File: src/rtl/key_debounce_repeat.sv
// key_debounce_repeat: per-key debounce with press/release pulses, long-press flag and auto-repeat.
// A shared millisecond tick paces every key's FSM; all outputs are registered.
module key_debounce_repeat #(
    parameter int N_KEYS          = 5,
    parameter int CLK_HZ          = 50_000_000,
    parameter int DEBOUNCE_MS     = 20,
    parameter int REPEAT_DELAY_MS = 500,
    parameter int REPEAT_RATE_MS  = 100
) (
    input  logic              CLK_50,
    input  logic              CR,
    input  logic [N_KEYS-1:0] key_raw,
    input  logic [N_KEYS-1:0] repeat_en,
    output logic [N_KEYS-1:0] key_level,
    output logic [N_KEYS-1:0] key_press,
    output logic [N_KEYS-1:0] key_repeat,
    output logic [N_KEYS-1:0] key_release,
    output logic [N_KEYS-1:0] key_long,
    output logic              any_event
);
    localparam int DIV    = CLK_HZ / 1000;
    localparam int DW     = $clog2(DIV);
    localparam int MAX_A  = DEBOUNCE_MS > REPEAT_DELAY_MS ? DEBOUNCE_MS : REPEAT_DELAY_MS;
    localparam int MAX_MS = MAX_A > REPEAT_RATE_MS ? MAX_A : REPEAT_RATE_MS;
    localparam int CW     = $clog2(MAX_MS + 1);
    localparam logic [DW-1:0] DIV_MAX = DW'(DIV - 1);
    localparam logic [CW-1:0] DEB     = CW'(DEBOUNCE_MS);
    localparam logic [CW-1:0] DLY     = CW'(REPEAT_DELAY_MS);
    localparam logic [CW-1:0] RATE    = CW'(REPEAT_RATE_MS);

    typedef enum logic [2:0] {IDLE, DEB_PRESS, HELD, REPEAT, DEB_RELEASE} state_t;

    logic [N_KEYS-1:0] sync_a, sync_b;
    logic [DW-1:0]     div;
    logic              tick;
    state_t            st  [N_KEYS];
    logic [CW-1:0]     cnt [N_KEYS];
    logic [CW-1:0]     inc [N_KEYS];

    assign tick = div == DIV_MAX;

    always_comb
        for (int i = 0; i < N_KEYS; i++)
            inc[i] = cnt[i] + CW'(1);

    always_ff @(posedge CLK_50) begin
        if (CR) begin
            sync_a <= '0;
            sync_b <= '0;
            div    <= '0;
        end else begin
            sync_a <= key_raw;
            sync_b <= sync_a;
            div    <= tick ? '0 : div + DW'(1);
        end
    end

    // Pulses default low every cycle; any_event is raised alongside any press or repeat.
    always_ff @(posedge CLK_50) begin
        key_press   <= '0;
        key_repeat  <= '0;
        key_release <= '0;
        any_event   <= 1'b0;
        if (CR) begin
            key_level <= '0;
            key_long  <= '0;
            for (int i = 0; i < N_KEYS; i++) begin
                st[i]  <= IDLE;
                cnt[i] <= '0;
            end
        end else begin
            for (int i = 0; i < N_KEYS; i++) begin
                case (st[i])
                    IDLE:
                        if (sync_b[i]) begin
                            st[i]  <= DEB_PRESS;
                            cnt[i] <= '0;
                        end
                    DEB_PRESS:
                        if (!sync_b[i]) begin
                            st[i] <= IDLE;
                        end else if (tick) begin
                            if (inc[i] == DEB) begin
                                st[i]        <= HELD;
                                cnt[i]       <= '0;
                                key_press[i] <= 1'b1;
                                key_level[i] <= 1'b1;
                                any_event    <= 1'b1;
                            end else begin
                                cnt[i] <= inc[i];
                            end
                        end
                    HELD:
                        if (!sync_b[i]) begin
                            st[i]  <= DEB_RELEASE;
                            cnt[i] <= '0;
                        end else if (tick && cnt[i] != DLY) begin
                            cnt[i] <= inc[i];
                            if (inc[i] == DLY) begin
                                key_long[i] <= 1'b1;
                                if (repeat_en[i]) begin
                                    st[i]         <= REPEAT;
                                    cnt[i]        <= '0;
                                    key_repeat[i] <= 1'b1;
                                    any_event     <= 1'b1;
                                end
                            end
                        end
                    REPEAT:
                        if (!sync_b[i]) begin
                            st[i]  <= DEB_RELEASE;
                            cnt[i] <= '0;
                        end else if (tick) begin
                            cnt[i] <= inc[i] == RATE ? '0 : inc[i];
                            if (inc[i] == RATE && repeat_en[i]) begin
                                key_repeat[i] <= 1'b1;
                                any_event     <= 1'b1;
                            end
                        end
                    DEB_RELEASE:
                        if (sync_b[i]) begin
                            st[i]  <= key_long[i] ? REPEAT : HELD;
                            cnt[i] <= '0;
                        end else if (tick) begin
                            if (inc[i] == DEB) begin
                                st[i]          <= IDLE;
                                cnt[i]         <= '0;
                                key_release[i] <= 1'b1;
                                key_level[i]   <= 1'b0;
                                key_long[i]    <= 1'b0;
                            end else begin
                                cnt[i] <= inc[i];
                            end
                        end
                    default: st[i] <= IDLE;
                endcase
            end
        end
    end
endmodule

File: config.mk
export PLATFORM = sky130hd
export DESIGN_NAME = key_debounce_repeat
export DESIGN_NICKNAME = d
export VERILOG_FILES = /design/src/rtl/key_debounce_repeat.sv
export SDC_FILE = /design/constraint.sdc
export NUM_CORES = 1
export LEC_CHECK = 0
export ABC_AREA = 1
export CORE_MARGIN = 1.5
export CORE_UTILIZATION = 60
export DETAILED_ROUTE_END_ITERATION = 8
export GPL_ROUTABILITY_DRIVEN = 1
export PLACE_DENSITY_LB_ADDON = 0.12
export SLEW_MARGIN = 15
export SYNTH_ARGS = -nofsm -noshare
export SYNTH_HDL_FRONTEND = slang
export SYNTH_SLANG_ARGS = --single-unit
File: constraint.sdc
create_clock -name CLK_50 -period 5.1 [get_ports CLK_50]
set_input_delay 1.02 -clock CLK_50 [delete_from_list [all_inputs] [get_ports CLK_50]]
set_output_delay 1.02 -clock CLK_50 [all_outputs]
set_load 0.01 [all_outputs]
Word-level counts from Yosys, hierarchy flattened
Memory sizes are Yosys's and may differ from the RTL's.
Cells that the tools add are included.
{"block": "totals", "register_bits": 52, "mem_bits_rw": 60, "inputBits": 12, "word_cells": 766, "mem_count": 2}
{"block": "op_classes", "add_sub_neg": 6, "eq_ne": 86, "mux": 514, "bitwise_logic": 100, "reduce_logical": 41}
{"memory": "cnt", "depth": 5, "width": 9, "rd": 5, "rd_ports_with_merged_regs": 0, "wr": 5, "line_no": "37", "text": "logic [CW-1:0] cnt [N_KEYS];"}
{"memory": "st", "depth": 5, "width": 3, "rd": 5, "rd_ports_with_merged_regs": 0, "wr": 5, "line_no": "36", "text": "state_t st [N_KEYS];"}
{"op": "$mux 9", "n": 60}
{"op": "$mux 1", "n": 389}
{"op": "$mux 3", "n": 45}
{"op": "$or 1x1->1", "n": 100}
{"op": "$ne 2x2->1 const B", "n": 45}
{"op": "$reduce_and 7->1", "n": 10}
{"op": "$add 9x1->9 const B", "n": 5}
{"op": "$eq 9x5->1 const B", "n": 5}
{"op": "$eq 9x7->1 const B", "n": 5}
{"op": "$eq 9x9->1 const B", "n": 5}
{"op": "$ne 9x9->1 const B", "n": 5}
{"op": "$eq 3x2->1 const B", "n": 10}
{"op": "$pmux 1 s2", "n": 15}
{"op": "$reduce_or 5->1", "n": 5}
{"op": "$reduce_bool 2->1", "n": 10}
{"op": "$add 16x1->16 const B", "n": 1}
{"op": "$eq 16x16->1 const B", "n": 1}
{"op": "$eq 3x1->1 const B", "n": 5}
{"op": "$eq 3x3->1 const B", "n": 5}
{"op": "$logic_not 3->1", "n": 5}
{"op": "$pmux 1 s3", "n": 5}
{"op": "$logic_and 1x1->1", "n": 10}
{"op": "$reduce_or 2->1", "n": 1}

Longest topological paths before layout
Gate-level depths: netlist of run 1.
{"block": "logic_depth", "word_depth": 28, "ltp_mapped": 17, "depth_no_buf": 16}

Worst setup path after synthesis of run 1
Ideal clock, no wire load.
{"block": "synth_timing", "path_type": "input port to flip-flop", "start": "in CR", "end": "mem cnt[1][0] in the netlist's numbering (enable)", "setup_ns": 0.340, "arrival_ns": 2.408, "required_time_ns": 4.760, "slack_ns": 2.352, "path_stages": 6, "cell_sequence": "buf_4 > inv_2 > clkbuf_1 > clkbuf_1 > clkbuf_1 > nand3_1"}
{"element": "start, declared", "line_no": "11", "text": "input logic CR,"}
{"element": "end, declared", "line_no": "37"}

==> results, run 1 <==
- The die footprint is between 10,000 and 15,000 sq um.
- Leaving out fill and tap cells, the most frequent cell in the layout is nand2_1.
- Counting flops with a built-in enable in the synthesized netlist gives 60.
- The gate count of the mapped netlist is ~1,100.
- Counting instances, the worst hold path has a depth of 2.
- The number of top-level design ports is 38.
- Summing every instance area after synthesis gives a little over 7000 sq um.
- The most used flip-flop cell after synthesis is edfxtp_1.
- The data arrival time of the critical path is between 3000 and 4000 ps.
- Setup violations remaining at the end of the flow were counted as 0.
- Of all flip-flops after synthesis, the portion carrying an async set or reset was 0%.
- In this run, synthesis produced a sequential element count of 112.
- The number of hold buffers added after cts is 0.
- The type of element capturing the critical path is a flip-flop.
- The standby leakage power is ~0.0037 uW.
- The worst-case IR drop observed on VDD is between 0.15 and 0.2 mV.
- The TritonCTS buffer count is 9.
- For the pin with the worst max-slew slack, the measured transition is 566 ps.
- The detailed-placement wirelength estimate is about 12,000 um.
- The clock tree from TritonCTS is yes.
- The overall overflow remaining after global route is 0.
- The number of nets still failing antenna checks after routing is 0.
- The net count of the finished layout is roughly 1,100.
- The die outline height is between 100 and 150 um.
- The share of final-layout standard cells stronger than drive strength 1 is under 10%.
- The run finished with clean final reports.
- The initial core utilization is 61.0%.
- The average via count per standard cell is approximately 5.3.
- The number of clock sinks seen by CTS is 112.
- The achievable clock frequency is 283 MHz.
- The tool flagged a number of max-cap violations equal to 0.
- STA classifies the critical path startpoint as a primary input.
- For this block, the routed nets add up to roughly 16,000 um of wire.
- In this run the most critical hold path is launched from sync_a[1]$_SDFF_PP0_.
- The post-synthesis net count is 1,079.
- The routed layout has approximately 6,600 vias.
- The number of standard cells in the layout, taps in and fillers out is 1,243.
- The largest net degree at the start of global routing is 34.
- The later pin in the worst-skew pair is clocked with a latency of about 360 ps.
- Counting cells, the worst reg-to-reg path comes to 12.
- The number of global-route vias before repair is between 6,000 and 7,000.
- The clock input transition at the sequential cells of the worst setup and hold paths is around 70 ps.
- The path class of the lowest-slack min-delay path is reg -> reg.
- Once placement completed, the tool counted placed cells totaling about 1,200.
- The Yosys step of the flow raised 0 warnings.
- The total DRC errors in the routed layout is 0.
- CTS placed an instance of clkbuf_16 at the clock tree root.
- Counting I/O delays and the setup requirement, the final critical path takes around 3500 ps.
- The reg2reg setup slack is ~2400 ps.
- Dividing the final minimum period by the clock period gives around 69%.
- Leaving out fill and tap cells, the most frequent cells in the layout are nand2_1, nor2_1, inv_1.
- The first TritonRoute pass finished after 6 iterations.
- The initial antenna violation count was 0.
- For hold timing, the worst endpoint is sync_b[1]$_SDFF_PP0_.
- The number of pins with negative max-slew slack in the final report is 0.
- After synthesis, the mean cell area works out to around 7 sq um.
- Adding up every negative setup slack in the final design gives 0 ps.
- For this run, the register share of the synthesized area comes to between 30% and 40%.
- The worst setup path is of the in -> reg kind.
- The floorplan step set the die width to between 100 and 150 um.
- Across every metal layer, demand over resource in global routing totals a little over a quarter.
- For the final database, setup skew stands at a little over 9 ps.
- Setup repair after global routing left no endpoint under its margin.
- In this run the core area contains 40 standard-cell rows.
- The last weighted congestion value of the routability-driven placer is ~0.99.
- The worst register-to-register path begins at cnt[2][0]$_SDFFCE_PP0P_.
- The number of endpoints with negative hold slack in the final report is 0.
- The layout has about 1,100 filler cells.
- The highest fanout seen on the critical path is 23.
- The number of gates resized after cts is 0.
- The number of antenna repair diodes is 0.
- Hold timing on the final database bottoms out at a slack of about 410 ps.
- The area growth from synthesis to layout is 11.7%.
- The required time at the endpoint of the critical path is about 5200 ps.
- Buffers placed on the I/O ports in this run total 37.
- In this run, the number of DRC markers left after iteration 0 of detailed routing was about 440.
- In this run the post-CTS setup repair buffer count came out at 0.
- After detailed routing, the average wire length per cell comes to roughly 13 um.
- The worst slew slack as a fraction of its limit is 62.1%.
- The distinct cell type count after synthesis is 43.
- In this run the power density over the cells is just under 300 nW/um^2.
- The wire length of the first global-routing pass is ~27,000 um.
- The clock passes through at most 2 buffers.
- The core region area is between 10,000 and 15,000 sq um.
- The count of H-tree levels built during CTS is 3.
- The terminus of the critical flop-to-flop path is cnt[2][8]$_SDFFCE_PP0P_.
## worst max path at each step
stage               from                       to  cells past startpoint
floorplan             CR  cnt[1][0]$_SDFFCE_PP0P_                      6
CTS                   CR  cnt[2][5]$_SDFFCE_PP0P_                     13
global route          CR  cnt[2][0]$_SDFFCE_PP0P_                     13
finish                CR  cnt[2][8]$_SDFFCE_PP0P_                     13
detailed placement    CR  cnt[2][5]$_SDFFCE_PP0P_                     13
global placement      CR  cnt[2][1]$_SDFFCE_PP0P_                     13
## power by group
part	leakage, uW	internal [uW]	switching [uW]
combinational	0.00251	155	340
sequential	0.00105	1050	73.4
clock	0.000166	447	331
total	0.00373	1660	744
## state kept, by name, summed over array words and instances, names as in the netlist
name / flops
any_event: 1
cnt: 45
div: 16
key_level: 5
key_long: 5
key_press: 5
key_release: 5
key_repeat: 5
st: 15
sync_a: 5
sync_b: 5
## metrics by stage
step                power (uW)  area [sq um]  utilization [%]  setup slack (ps)
finish                    2400          8120             68.2              1570
global placement          1630          7780             65.3              1280
detailed placement        1630          7780             65.3              1220
global route              2520          8120             68.2              1310
CTS                       2400          8120             68.2              1590
floorplan                 1510          7260                -              2350
## Yosys cell counts (all sizes together), types with 5 or more instances
library cell	number	area share, %
nor2	218	12
inv	182	9.4
xor2	15	1.8
nand2	248	13
or2	5	0.43
nand3	109	8.3
dfxtp	52	14
o21ai	15	1.1
ha	16	2.8
nand3b	9	0.93
clkbuf	7	0.36
nor3	25	1.9
edfxtp	60	25
nand4	30	2.6
a21oi	22	1.6
a211oi	6	0.62
## metal layers
metal | up-vias | part of all wire, % | track usage, %
met3 | 24 | 5.7 | 3.21
met5 | - | 0 | 0
met4 | 0 | 1.8 | 9.83
met2 | 208 | 47 | 43.8
li1 | 3430 | - | -
met1 | 2961 | 46 | 35.5
## kinds of logic (layout without fill, tap and decap cells)
group / count (synthesis) / count (layout) / synth area share, %
AND/OR/NAND/NOR: 655 / 655 / 40.8
flip-flops: 112 / 112 / 39.1
XOR/XNOR: 19 / 19 / 2.29
AO/OA/AOI/OAI: 56 / 56 / 4.79
adder cells (fa/ha/maj): 16 / 16 / 2.76
buffers and inverters: 193 / 238 / 10.2
## worst max-delay path, cell delays in order
cell and delay (ps):
clkdlybuf4s50_1 830, buf_4 400, nor2_1 110, inv_1 130, nor2_1 60, nor2_1 140, nand2_1 70, nor2_1 100
nand3_1 80, nor2_2 190, nand3_4 210, o21ai_2 210, nor2_1 70
## layout make-up
type / instances / area, sq um / area share, %
inverters: 183 / 688 / 8.48
multi-input cells: 746 / 3680 / 45.3
clock inverters: 2 / 12.5 / 0.154
repair buffers: 39 / 385 / 4.75
flip-flops and latches: 112 / 2840 / 35.0
well taps: 147 / 184 / 2.27
clock buffers: 14 / 328 / 4.04
Note: power is estimated with default switching activity, not from simulation.
==> run 2: changes to the inputs <==
Settings changed: CORE_UTILIZATION 60 to 55.
Clock period 5.1 ns to 3 ns, I/O delays scaled along.
==> run 2 against run 1 <==
Non-clock buffer count rose by 25; final area rose by 2.4%; sequential power rose by 69%; global-route usage fell by 2.8 points; worst hold slack got worse by 4.2 ps; register-to-register slack got worse by 2100 ps; first-iteration DRC count fell by 3.8%; clock power rose by 44%; power rose by 63%; flip-flop and latch count did not move; clock-buffer cell count fell by 2; critical path type unchanged.
==> results, run 2 (synthesis results as in run 1) <==
- The number of endpoints with negative hold slack in the final report is 0 (unchanged).
- The path class of the lowest-slack min-delay path is reg -> reg.
- The peak ir drop on the vdd network is 0.383 mV (+100%).
- The standby leakage power is 0.00382 uW (+2.6%).
- The critical path's largest stage delay came to 510 ps (-320 ps).
- The number of nets in the finished design was 1,144 (+2.2%).
- The final design utilization came to 65.1% (-3.1 points).
- The number of clock sinks seen by CTS is 112 (unchanged).
- STA classifies the critical path startpoint as a primary input.
- The terminus of the critical flop-to-flop path is st[1][0]$_SDFFCE_PP0P_.
- The number of global-route vias before repair is 5,850 (-4.5%).
- The initial antenna violation count was 0 (unchanged).
- The latest clock arrival within the worst-skew pair came to 360 ps (about the same).
- The final critical-path setup slack is 343 ps (-1230 ps).
- The worst-case hold path end point is sync_b[4]$_SDFF_PP0_.
- The last weighted congestion value of the routability-driven placer is 0.947 (-4.4%).
- The top cell types in the final layout, fill and taps aside, are nand2_1, nor2_1, inv_1.
- The number of DRC markers in iteration 0 is 425 (-3.8%).
- The average wire per cell in the routed design is 12.5 um (-3.8%).
- The type of element capturing the critical path is a flip-flop.
- The number of hold buffers added after cts is 0 (unchanged).
- The total power density per cell area is 472 nW/um^2 (+60%).
- The data arrival time of the critical path came to 2760 ps (-880 ps).
- In the final layout, the registers with the most flip-flops are cnt (45), div (16), st (15).
- The final total negative setup slack came to 0 ps (unchanged).
- The hold path depth came to 2 (unchanged).
- The power consumption is 3920 uW (+63%).
- The highest fanout seen on the critical path is 10 (-57%).
- The share of final-layout standard cells stronger than drive strength 1 is 8.39% (+1.8 points).
- The switching share of total power is 31.8% (+0.83 points).
- The required time at the endpoint of the critical path is 3100 ps (-2110 ps).
- The number of pins with negative max-slew slack in the final report is 0 (unchanged).
- The dominant delay contributor by cell family on the critical path is simple AND/OR/NAND/NOR gates.
- The horizontal extent of the die is 118 um (+4.3%).
- The number of antenna repair diodes is 0 (unchanged).
- The area growth from synthesis to layout is 14.4%.
- The power share of the combinational group is 22.8% (+2.2 points).
- The minimum setup slack after placement is -14.4 ps (-1240 ps).
- The clock tree from TritonCTS is yes.
- The global-route usage over all layers is 23.6% (-2.8 points).
- The wire length reported by the detailed router came to 16,200 um (about the same).
- The time the final worst path needs with I/O delays and setup is about 2700 ps.
- The detailed-placement wirelength estimate is 12,600 um (+2.5%).
- The reg2reg setup slack came to 350 ps (-2090 ps).
- The average via count per standard cell is 5.12 (-3.8%).
- The number of fill cells is 1,159 (+7.1%).
- The die outline height is 118 um (+4.3%).
- The count of H-tree levels built during CTS is 3 (unchanged).
- The largest net degree at the start of global routing is 34 (unchanged).
- The die footprint is 13,900 sq um (+8.8%).
- The startpoint identified for the worst hold timing path is sync_a[4]$_SDFF_PP0_.
- The number of gates resized after cts is 0 (unchanged).
- The origin of the critical flop-to-flop path is cnt[3][0]$_SDFFCE_PP0P_.
- The master cell of the clock root buffer is clkbuf_16.
- The worst reg2reg path depth is 14 (+2).
- The maximum count of clock buffers along a single path came to 2 (unchanged).
- The number of rows in the core area is 41 (+2.5%).
- The count of buffers added by post-CTS timing repair for setup was 0 (unchanged).
- The worst clock skew is 11.3 ps (+2.05 ps).
- The total internal power is 2670 uW (+61%).
- The number of vias after detailed routing is 6,626 (+0.045%).
- The TritonCTS buffer count is 9 (unchanged).
- The final cycle utilization of the critical path is between 80% and 90%.
- Walking the worst path, the cells encountered are clkdlybuf4s50_1, buf_12, inv_2, nand2_1, inv_1, nand2_1, nand2_1, nor2_1, nand2_1, inv_1, nand3_1, nor2_1, nand3_1, nor2_2, nand3_4, o21ai_2, nor2_1.
- The transition time at the pin with the least slew margin came to 524 ps (-42.9 ps).
- The overall overflow remaining after global route came to 0 (unchanged).
- The number of buffer and inverter instances along the worst setup path is 5 (+2).
- The most prevalent standard cell on the critical path is nand2_1.
- The core region area is 12,800 sq um (+7.2%).
- The critical path is of the in -> reg type.
- The share of total power in sequential cells is 48.8% (+1.8 points).
- The clock input transition at the sequential cells of the worst setup and hold paths came to 70 ps (about the same).
- The initial core utilization is 56.9% (-4.1 points).
- The number of top-level design ports is 38 (unchanged).
- Setup repair after global routing left no endpoint under its margin.
- The worst slew slack as a fraction of its limit is 65.0% (+2.9 points).
- The clock network fraction of design power came to 28.5% (-3.9 points).
- The cell at the slowest stage of the critical path is clkdlybuf4s50_1.
- The number of nets still failing antenna checks after routing is 0 (unchanged).
- Leaving out fill and tap cells, the most frequent cell in the layout is nand2_1.
- The total DRC errors in the routed layout is 0 (unchanged).
- The register with the most flip-flops in the final layout is cnt.
- For this run, the top clock speed supported by timing is about 380 MHz.
- The number of detailed-routing iterations run before antenna repair is 5 (-1).
- The flow ran to the end, and the final reports show no timing, DRC or antenna violations.
- The reported net switching power is 1250 uW (+68%).
- The number of buffers inserted by port buffering came to 37 (unchanged).
- The number of maximum-capacitance constraint violations came to 0 (unchanged).
- The number of flip-flops in the largest register is 45 (unchanged).
- The wire length of the first global-routing pass is 26,900 um (-1.6%).
- The count of endpoints failing setup in the final report came to 0 (unchanged).
-- run 2: cell types whose count changed in the layout (fill, tap and decap cells not counted), moves of 2 or more --
cell       change
buf_12         +4
clkbuf_8       -2
clkbuf_16      -3
clkbuf_1       +3
buf_4         +21
-- run 2: power by group through the flow --
stage / sequential, uW / combinational (uW) / clock, uW
2_1_floorplan: 1920 / 649 / 0
5_1_grt: 1930 / 1010 / 1200
3_5_place_dp: 1950 / 881 / 0
4_1_cts: 1910 / 888 / 1150
3_3_place_gp: 1940 / 878 / 0
6_report: 1910 / 893 / 1120
-- run 2: area by class of cell --
type	instances	area, sq um	area share [%]
Multi-Input combinational cell	746	3680	44.2
Sequential cell	112	2840	34.2
Inverter	183	688	8.28
Timing Repair Buffer	64	623	7.50
Clock buffer	12	236	2.85
Tap cell	172	215	2.59
Clock inverter	4	28.8	0.346
-- run 2: worst max-delay path by stage --
stage | start | endpoint | slack (ps) | cells past startpoint
finish | CR | cnt[2][4]$_SDFFCE_PP0P_ | 340 | 17
global route | CR | cnt[3][4]$_SDFFCE_PP0P_ | 110 | 18
CTS | CR | cnt[3][4]$_SDFFCE_PP0P_ | 360 | 18
detailed placement | CR | cnt[2][1]$_SDFFCE_PP0P_ | -10 | 17
global placement | CR | cnt[3][0]$_SDFFCE_PP0P_ | 60 | 18
floorplan | CR | cnt[1][0]$_SDFFCE_PP0P_ | 670 | 6
-- run 2: worst min-delay path, cell delays in order, from the launching register on --
cell	delay, ps
dfxtp_1	300
inv_1	40
nor2_1	30
-- run 2: through the flow --
step | std cells | instance area [sq um] | hold slack [ps]
2_1_floorplan | 1051 | 7260 | 388
5_1_grt | 1293 | 8310 | 424
4_1_cts | 1293 | 8310 | 403
3_3_place_gp | 1277 | 8050 | 388
3_5_place_dp | 1277 | 8050 | 394
6_report | 1293 | 8310 | 402
-- run 2: per-layer routing --
metal | vias up | GRT usage [%] | share of wire, %
li1 | 3475 | - | -
met1 | 2971 | 32.8 | 49
met3 | 18 | 2.81 | 4.3
met4 | 0 | 8.00 | 1.5
met2 | 162 | 38.1 | 45
met5 | - | 0 | 0
